$ cat config.mk
export PLATFORM = sky130hd
export DESIGN_NAME = atri_multi_trig_generator
export DESIGN_NICKNAME = d
export VERILOG_FILES = /design/src/rtl/atri_multi_trig_generator.sv
export SDC_FILE = /design/constraint.sdc
export NUM_CORES = 1
export LEC_CHECK = 0
export CAP_MARGIN = 20
export CORE_MARGIN = 4
export CORE_UTILIZATION = 47
export CTS_CLUSTER_DIAMETER = 120
export CTS_CLUSTER_SIZE = 12
export DETAILED_ROUTE_END_ITERATION = 12
export PLACE_DENSITY = 0.84
export SLEW_MARGIN = 20
export SYNTH_ARGS = -nofsm -noshare
export SYNTH_HDL_FRONTEND = slang
export SYNTH_SLANG_ARGS = --single-unit
$ cat constraint.sdc
create_clock -name clk_i -period 1.7 [get_ports clk_i]
set_input_delay 0.34 -clock clk_i [delete_from_list [all_inputs] [get_ports clk_i]]
set_output_delay 0.34 -clock clk_i [all_outputs]
set_load 0.02 [all_outputs]
$ cat src/rtl/atri_multi_trig_generator.sv
// Multi-channel soft-trigger generator: each channel runs an IDLE/ACTIVE(/HOLDOFF) FSM
// producing 2*nblk+2-cycle trigger windows. Define ATRI_MULTI_TRIG_PERIODIC_EN for periodic repeat.
module atri_multi_trig_generator #(
  parameter int NCHAN         = 4,
  parameter int COUNTER_WIDTH = 4,
  parameter int INFO_WIDTH    = 4,
  parameter int PERIOD_WIDTH  = 16,
  parameter int CHAN_BITS     = 2
) (
  input  logic                        clk_i,
  input  logic                        rst_n_i,
  input  logic [CHAN_BITS-1:0]        cfg_chan_i,
  input  logic [COUNTER_WIDTH-1:0]    cfg_nblk_i,
  input  logic [PERIOD_WIDTH-1:0]     cfg_period_i,
  input  logic                        cfg_wr_i,
  output logic                        cfg_err_o,
  input  logic                        start_i,
  input  logic [NCHAN-1:0]            start_mask_i,
  input  logic                        stop_i,
  input  logic                        clr_info_i,
  input  logic [NCHAN-1:0]            clr_mask_i,
  input  logic                        disable_i,
  output logic [NCHAN-1:0]            trig_o,
  output logic [NCHAN-1:0]            busy_o,
  output logic [NCHAN-1:0]            done_o,
  output logic [NCHAN*INFO_WIDTH-1:0] info_o
);

  // One extra bit so 2*nblk+1 never overflows, even for nblk = all-ones.
  localparam int CNT_W = COUNTER_WIDTH + 1;

  typedef enum logic [1:0] {
    IDLE    = 2'd0,
    ACTIVE  = 2'd1,
    HOLDOFF = 2'd2
  } state_t;

  state_t                   state_q [NCHAN];
  logic [COUNTER_WIDTH-1:0] nblk_q  [NCHAN];
  logic [CNT_W-1:0]         cnt_q   [NCHAN];
  logic [INFO_WIDTH-1:0]    info_q  [NCHAN];

  state_t                   state_d  [NCHAN];
  logic [CNT_W-1:0]         cnt_d    [NCHAN];
  logic [INFO_WIDTH-1:0]    info_d   [NCHAN];
  logic [COUNTER_WIDTH-1:0] run_nblk [NCHAN];
  logic [NCHAN-1:0]         done_d;
  logic [NCHAN-1:0]         wr_hit;

`ifdef ATRI_MULTI_TRIG_PERIODIC_EN
  logic [PERIOD_WIDTH-1:0]  period_q [NCHAN];
  logic [PERIOD_WIDTH-1:0]  hold_q   [NCHAN];
  logic [PERIOD_WIDTH-1:0]  hold_d   [NCHAN];
  logic [NCHAN-1:0]         stop_pend_q;
  logic [NCHAN-1:0]         stop_pend_d;
`else
  logic unused_cfg;
  assign unused_cfg = stop_i ^ (^cfg_period_i);
`endif

  logic [31:0] chan_idx;
  logic        chan_ok;
  logic        busy_sel;
  logic        wr_ok;

  // A write is accepted only for an existing, idle channel.
  always_comb begin
    chan_idx = 32'(cfg_chan_i);
    chan_ok  = chan_idx < 32'(NCHAN);
    busy_sel = 1'b0;
    for (int c = 0; c < NCHAN; c++) begin
      if (chan_idx == 32'(c)) busy_sel = busy_o[c];
    end
    wr_ok = cfg_wr_i && chan_ok && !busy_sel;
  end

  always_comb begin
    for (int c = 0; c < NCHAN; c++) begin
      // NOTE: every comb output gets a default before the case, so no path can infer a latch.
      wr_hit[c]   = wr_ok && (chan_idx == 32'(c));
      run_nblk[c] = wr_hit[c] ? cfg_nblk_i : nblk_q[c];
      state_d[c]  = state_q[c];
      cnt_d[c]    = cnt_q[c];
      done_d[c]   = 1'b0;
`ifdef ATRI_MULTI_TRIG_PERIODIC_EN
      hold_d[c]      = hold_q[c];
      stop_pend_d[c] = stop_pend_q[c];
`endif
      case (state_q[c])
        IDLE: begin
          if (start_i && start_mask_i[c] && !disable_i) begin
            state_d[c] = ACTIVE;
            cnt_d[c]   = {run_nblk[c], 1'b1};
`ifdef ATRI_MULTI_TRIG_PERIODIC_EN
            stop_pend_d[c] = 1'b0;
`endif
          end
        end
        ACTIVE: begin
          if (cnt_q[c] != '0) begin
            cnt_d[c]  = cnt_q[c] - CNT_W'(1);
            done_d[c] = (cnt_q[c] == CNT_W'(1));
`ifdef ATRI_MULTI_TRIG_PERIODIC_EN
            if (stop_i && start_mask_i[c]) stop_pend_d[c] = 1'b1;
`endif
          end else begin
            state_d[c] = IDLE;
`ifdef ATRI_MULTI_TRIG_PERIODIC_EN
            if (period_q[c] != '0 && !stop_pend_q[c] && !(stop_i && start_mask_i[c])) begin
              state_d[c] = HOLDOFF;
              hold_d[c]  = period_q[c] - PERIOD_WIDTH'(1);
            end
`endif
          end
        end
`ifdef ATRI_MULTI_TRIG_PERIODIC_EN
        HOLDOFF: begin
          if (stop_i && start_mask_i[c]) begin
            state_d[c] = IDLE;
          end else if (hold_q[c] != '0) begin
            hold_d[c] = hold_q[c] - PERIOD_WIDTH'(1);
          end else if (!disable_i) begin
            state_d[c] = ACTIVE;
            cnt_d[c]   = {nblk_q[c], 1'b1};
          end
        end
`endif
        default: state_d[c] = IDLE;
      endcase
      // Clear beats a same-edge completion.
      if (clr_info_i && clr_mask_i[c]) info_d[c] = '0;
      else if (done_d[c])              info_d[c] = info_q[c] + INFO_WIDTH'(1);
      else                             info_d[c] = info_q[c];
    end
  end

  always_ff @(posedge clk_i) begin
    if (!rst_n_i) begin
      cfg_err_o <= 1'b0;
      trig_o    <= '0;
      busy_o    <= '0;
      done_o    <= '0;
      // NOTE: the per-channel arrays are small registers whose reset values are visible, so each entry is reset.
      for (int c = 0; c < NCHAN; c++) begin
        state_q[c] <= IDLE;
        nblk_q[c]  <= '0;
        cnt_q[c]   <= '0;
        info_q[c]  <= '0;
`ifdef ATRI_MULTI_TRIG_PERIODIC_EN
        period_q[c] <= '0;
        hold_q[c]   <= '0;
`endif
      end
`ifdef ATRI_MULTI_TRIG_PERIODIC_EN
      stop_pend_q <= '0;
`endif
    end else begin
      // NOTE: state is updated with non-blocking assignments so every register samples pre-edge values.
      cfg_err_o <= cfg_wr_i && !wr_ok;
      done_o    <= done_d;
      for (int c = 0; c < NCHAN; c++) begin
        state_q[c] <= state_d[c];
        cnt_q[c]   <= cnt_d[c];
        info_q[c]  <= info_d[c];
        trig_o[c]  <= (state_d[c] == ACTIVE);
        busy_o[c]  <= (state_d[c] != IDLE);
        if (wr_hit[c]) nblk_q[c] <= cfg_nblk_i;
`ifdef ATRI_MULTI_TRIG_PERIODIC_EN
        if (wr_hit[c]) period_q[c] <= cfg_period_i;
        hold_q[c] <= hold_d[c];
`endif
      end
`ifdef ATRI_MULTI_TRIG_PERIODIC_EN
      stop_pend_q <= stop_pend_d;
`endif
    end
  end

  always_comb begin
    info_o = '0;
    for (int c = 0; c < NCHAN; c++) begin
      info_o[c*INFO_WIDTH +: INFO_WIDTH] = info_q[c];
    end
  end

endmodule

==> impl_results.md <==
* Outcome: complete, but fails checks
* Failing checks: negative setup slack
* Min-delay worst type: in -> reg
* Slew HR at 64.2%
* Wirelength per Cell at 16.9 µm
* Total clock buffers created by CTS at 9
* Yosys cell types at 58
* Highest Clock Rate at 548 MHz
* CTS tree: done
* Tmin final at 1830 ps
* Largest net degree at the start of global routing at 20
* Synth async-reset ratio at 0%
* Row Count at 30
* Synth Instances at 350
* Setup ws final at -126 ps
* End-of-flow core utilization at 71.3%
* Setup WS pre-CTS at -453 ps
* PwrDens at 742 mW/mm²
* Top FF cell, synth: dfxtp_1
* Initial Utilization at 49.3%
* Final setup viols at 10
* Syn_area_per_cell at 9.72 µm²
* CTS H-tree lvls at 3
* Via count at 3187
* Root Buffer Master: clkbuf_8
* Core footprint at 0.00691 mm²
* Final worst-path cycle share at 107%
* Routed wire length at 9.67 mm
* Number of diodes at 0
* Clk_skew at 15.7 ps
* Residual DRC at 0
* Netlist Area Pre-Place at 0.00340 mm²
* Die W at 93.1 µm
* Reg clk slew, reported paths at 80 ps
* Final cell count without fillers at 571
* FF+latch count, synth at 73
* Worst Path Max Fanout at 2
* First-pass DRT Iterations at 5
* Routed Antenna Nets at 0
* Total GRT Usage at 22.2%
* Routed vias/inst at 5.58
* Dpl cells at 546
* Initial antenna violation count at 0
* Cell Area, Placed at 0.00445 mm²
* Req. time, crit path at 1930 ps
* Final net count at 521
* Sequential share of the synthesized area at 47.7%
* Worst hold slack at 418 ps
* Port bufs at 48
* Startpoint types: flip-flop
* Yosys warns at 0
* Share of layout cells above drive strength 1 at 28.2%
* Unrepaired setup endpoints after global routing: yes
* CTS sink cnt at 73
* Static Leakage at 0.00228 µW
* Worst-Margin Slew at 534 ps
* Worst VDD drop at 0.579 mV
* Die Span Y at 93.1 µm
* Maximum root-to-sink buffer count at 2
* CP Capture Type: flip-flop
* Critical path class: reg -> reg
* Fin. Hold Viols at 0
* Final HPWL DP at 6.45 mm
* Global route overflow at 0
* Routability Congestion at 0.871
* Fin area at 0.00492 mm²
* CP arrival at 2060 ps
* Hold_buf cts at 0
* Max Cap Viol at 0
* I/O pins at 66
* Worst-Skew Late Latency at 360 ps
* Synth-to-Final Area Change at 44.8%
* Vias in the first global route at 3195
* Final Max Slew Viols at 0
* Number of synthesized flops with an enable pin at 16
* Die area at 0.00866 mm²
* First-pass GRT wire length at 15.0 mm
* Initial drt markers at 167
-- routing by layer --
layer / routed length [µm] / part of all wire (%) / vias to the layer above / track usage (%)
met1: 3760 / 39 / 1513 / 25.3
met5: 0 / 0 / - / 0
met4: 275 / 2.8 / 0 / 12.8
li1: - / - / 1496 / -
met2: 4950 / 51 / 154 / 38.8
met3: 672 / 7.0 / 24 / 3.94
-- cell usage after synthesis, types with 2 or more instances --
library cell | number | area share, %
a211oi_1 | 4 | 0.88
a21oi_1 | 16 | 2.4
a311oi_1 | 2 | 0.51
a31oi_1 | 2 | 0.37
a32o_1 | 4 | 1.2
and2_1 | 3 | 0.55
and3_1 | 8 | 1.5
buf_2 | 4 | 0.59
clkbuf_1 | 8 | 0.88
dfxtp_1 | 57 | 34
edfxtp_1 | 16 | 14
ha_1 | 14 | 5.1
inv_1 | 13 | 1.4
mux2_2 | 4 | 1.3
mux2i_1 | 11 | 3.2
nand2_1 | 34 | 3.8
nand2b_1 | 2 | 0.37
nand3_1 | 13 | 1.9
nand4_1 | 4 | 0.74
nand4bb_1 | 2 | 0.66
nor2_1 | 55 | 6.1
nor2b_1 | 5 | 0.92
nor3_1 | 4 | 0.59
nor3b_1 | 3 | 0.66
nor4b_1 | 4 | 1.0
nor4bb_1 | 2 | 0.59
o211ai_1 | 3 | 0.66
o21ai_0 | 4 | 0.59
o22ai_1 | 2 | 0.37
o2bb2ai_1 | 2 | 0.51
o31ai_1 | 5 | 1.1
or4b_1 | 3 | 0.88
xor2_1 | 12 | 3.1
-- final timing paths --
| check | start | slack (ps) | end | cells past startpoint |
|---|---|---|---|---|
| setup / recovery | cnt_q[2][0] | -130 | cnt_q[2][0] | 6 |
| hold / removal | cfg_wr_i | 420 | cfg_err_o | 3 |
| setup reg to reg | cnt_q[2][0] | -130 | cnt_q[2][0] | 6 |
| hold reg to reg | info_q[2][1] | 490 | info_q[2][1] | 2 |
-- final cells by class --
| type | instances | area [µm²] |
|---|---|---|
| Fill cell | 475 | 1980 |
| Clock inverter | 3 | 40.0 |
| Inverter | 13 | 48.8 |
| Clock buffer | 13 | 149 |
| Tap cell | 96 | 120 |
| Sequential cell | 73 | 1630 |
| Timing Repair Buffer | 120 | 1080 |
| Multi-Input combinational cell | 253 | 1860 |
-- power breakdown --
group	total (µW)	leakage [µW]	switching [µW]	internal, µW
clock network	1360	0.0000974	641	716
logic	459	0.00155	228	231
registers	1840	0.000634	26.5	1810
-- worst max-delay path: stages (launching register included) --
cell and delay, ps:
dfxtp_2 350, inv_2 80, ha_4 130, or4b_4 470, buf_4 160, and3_1 170
a211oi_1 340
-- repair_timing --
item                                    4_1_cts  5_1_grt
cloned                                        0        0
resized for setup                            26       41
pin swaps                                     8       13
setup buffers                                 4        5
endpoints found under the setup margin       28       40
-- layout by cell type, fill, tap and decap left out, types with 6 or more instances in the layout --
cell / n
edfxtp_1: 16
buf_6: 7
dfxtp_2: 6
buf_4: 64
nand3_1: 12
a21oi_1: 13
and3_1: 8
clkdlybuf4s50_1: 26
inv_2: 6
inv_1: 7
nand2_1: 34
clkbuf_8: 10
ha_1: 11
dfxtp_1: 51
xor2_1: 12
dlygate4sd2_1: 9
nor2_1: 53
dlymetal6s2s_1: 13
mux2i_1: 11
-- flip-flops by register name, summed over array words and instances, names as in the netlist --
signal / flops
cnt_q: 20
info_q: 16
nblk_q: 16
state_q: 8
busy_o: 4
done_o: 4
trig_o: 4
cfg_err_o: 1
-- per-stage QoR --
step	setup TNS [ps]	total power, µW
3_3_place_gp	-10320	2260
5_1_grt	-903	3760
2_1_floorplan	0	2060
6_report	-455	3650
3_5_place_dp	-12810	2270
4_1_cts	-58.2	3600
-- logic make-up (layout without fill, tap and decap cells) --
group / after synthesis / in the layout / synth area share [%]
buf+inv: 27 / 149 / 3.46
fa+ha+maj: 14 / 14 / 5.15
compound gates: 57 / 57 / 12.8
flops: 73 / 73 / 47.7
xor+xnor: 12 / 12 / 3.09
mux: 16 / 16 / 5.22
other cells: 1 / 4 / 0.110
simple gates: 150 / 150 / 22.5
Note: power is estimated with default switching activity, not from simulation.
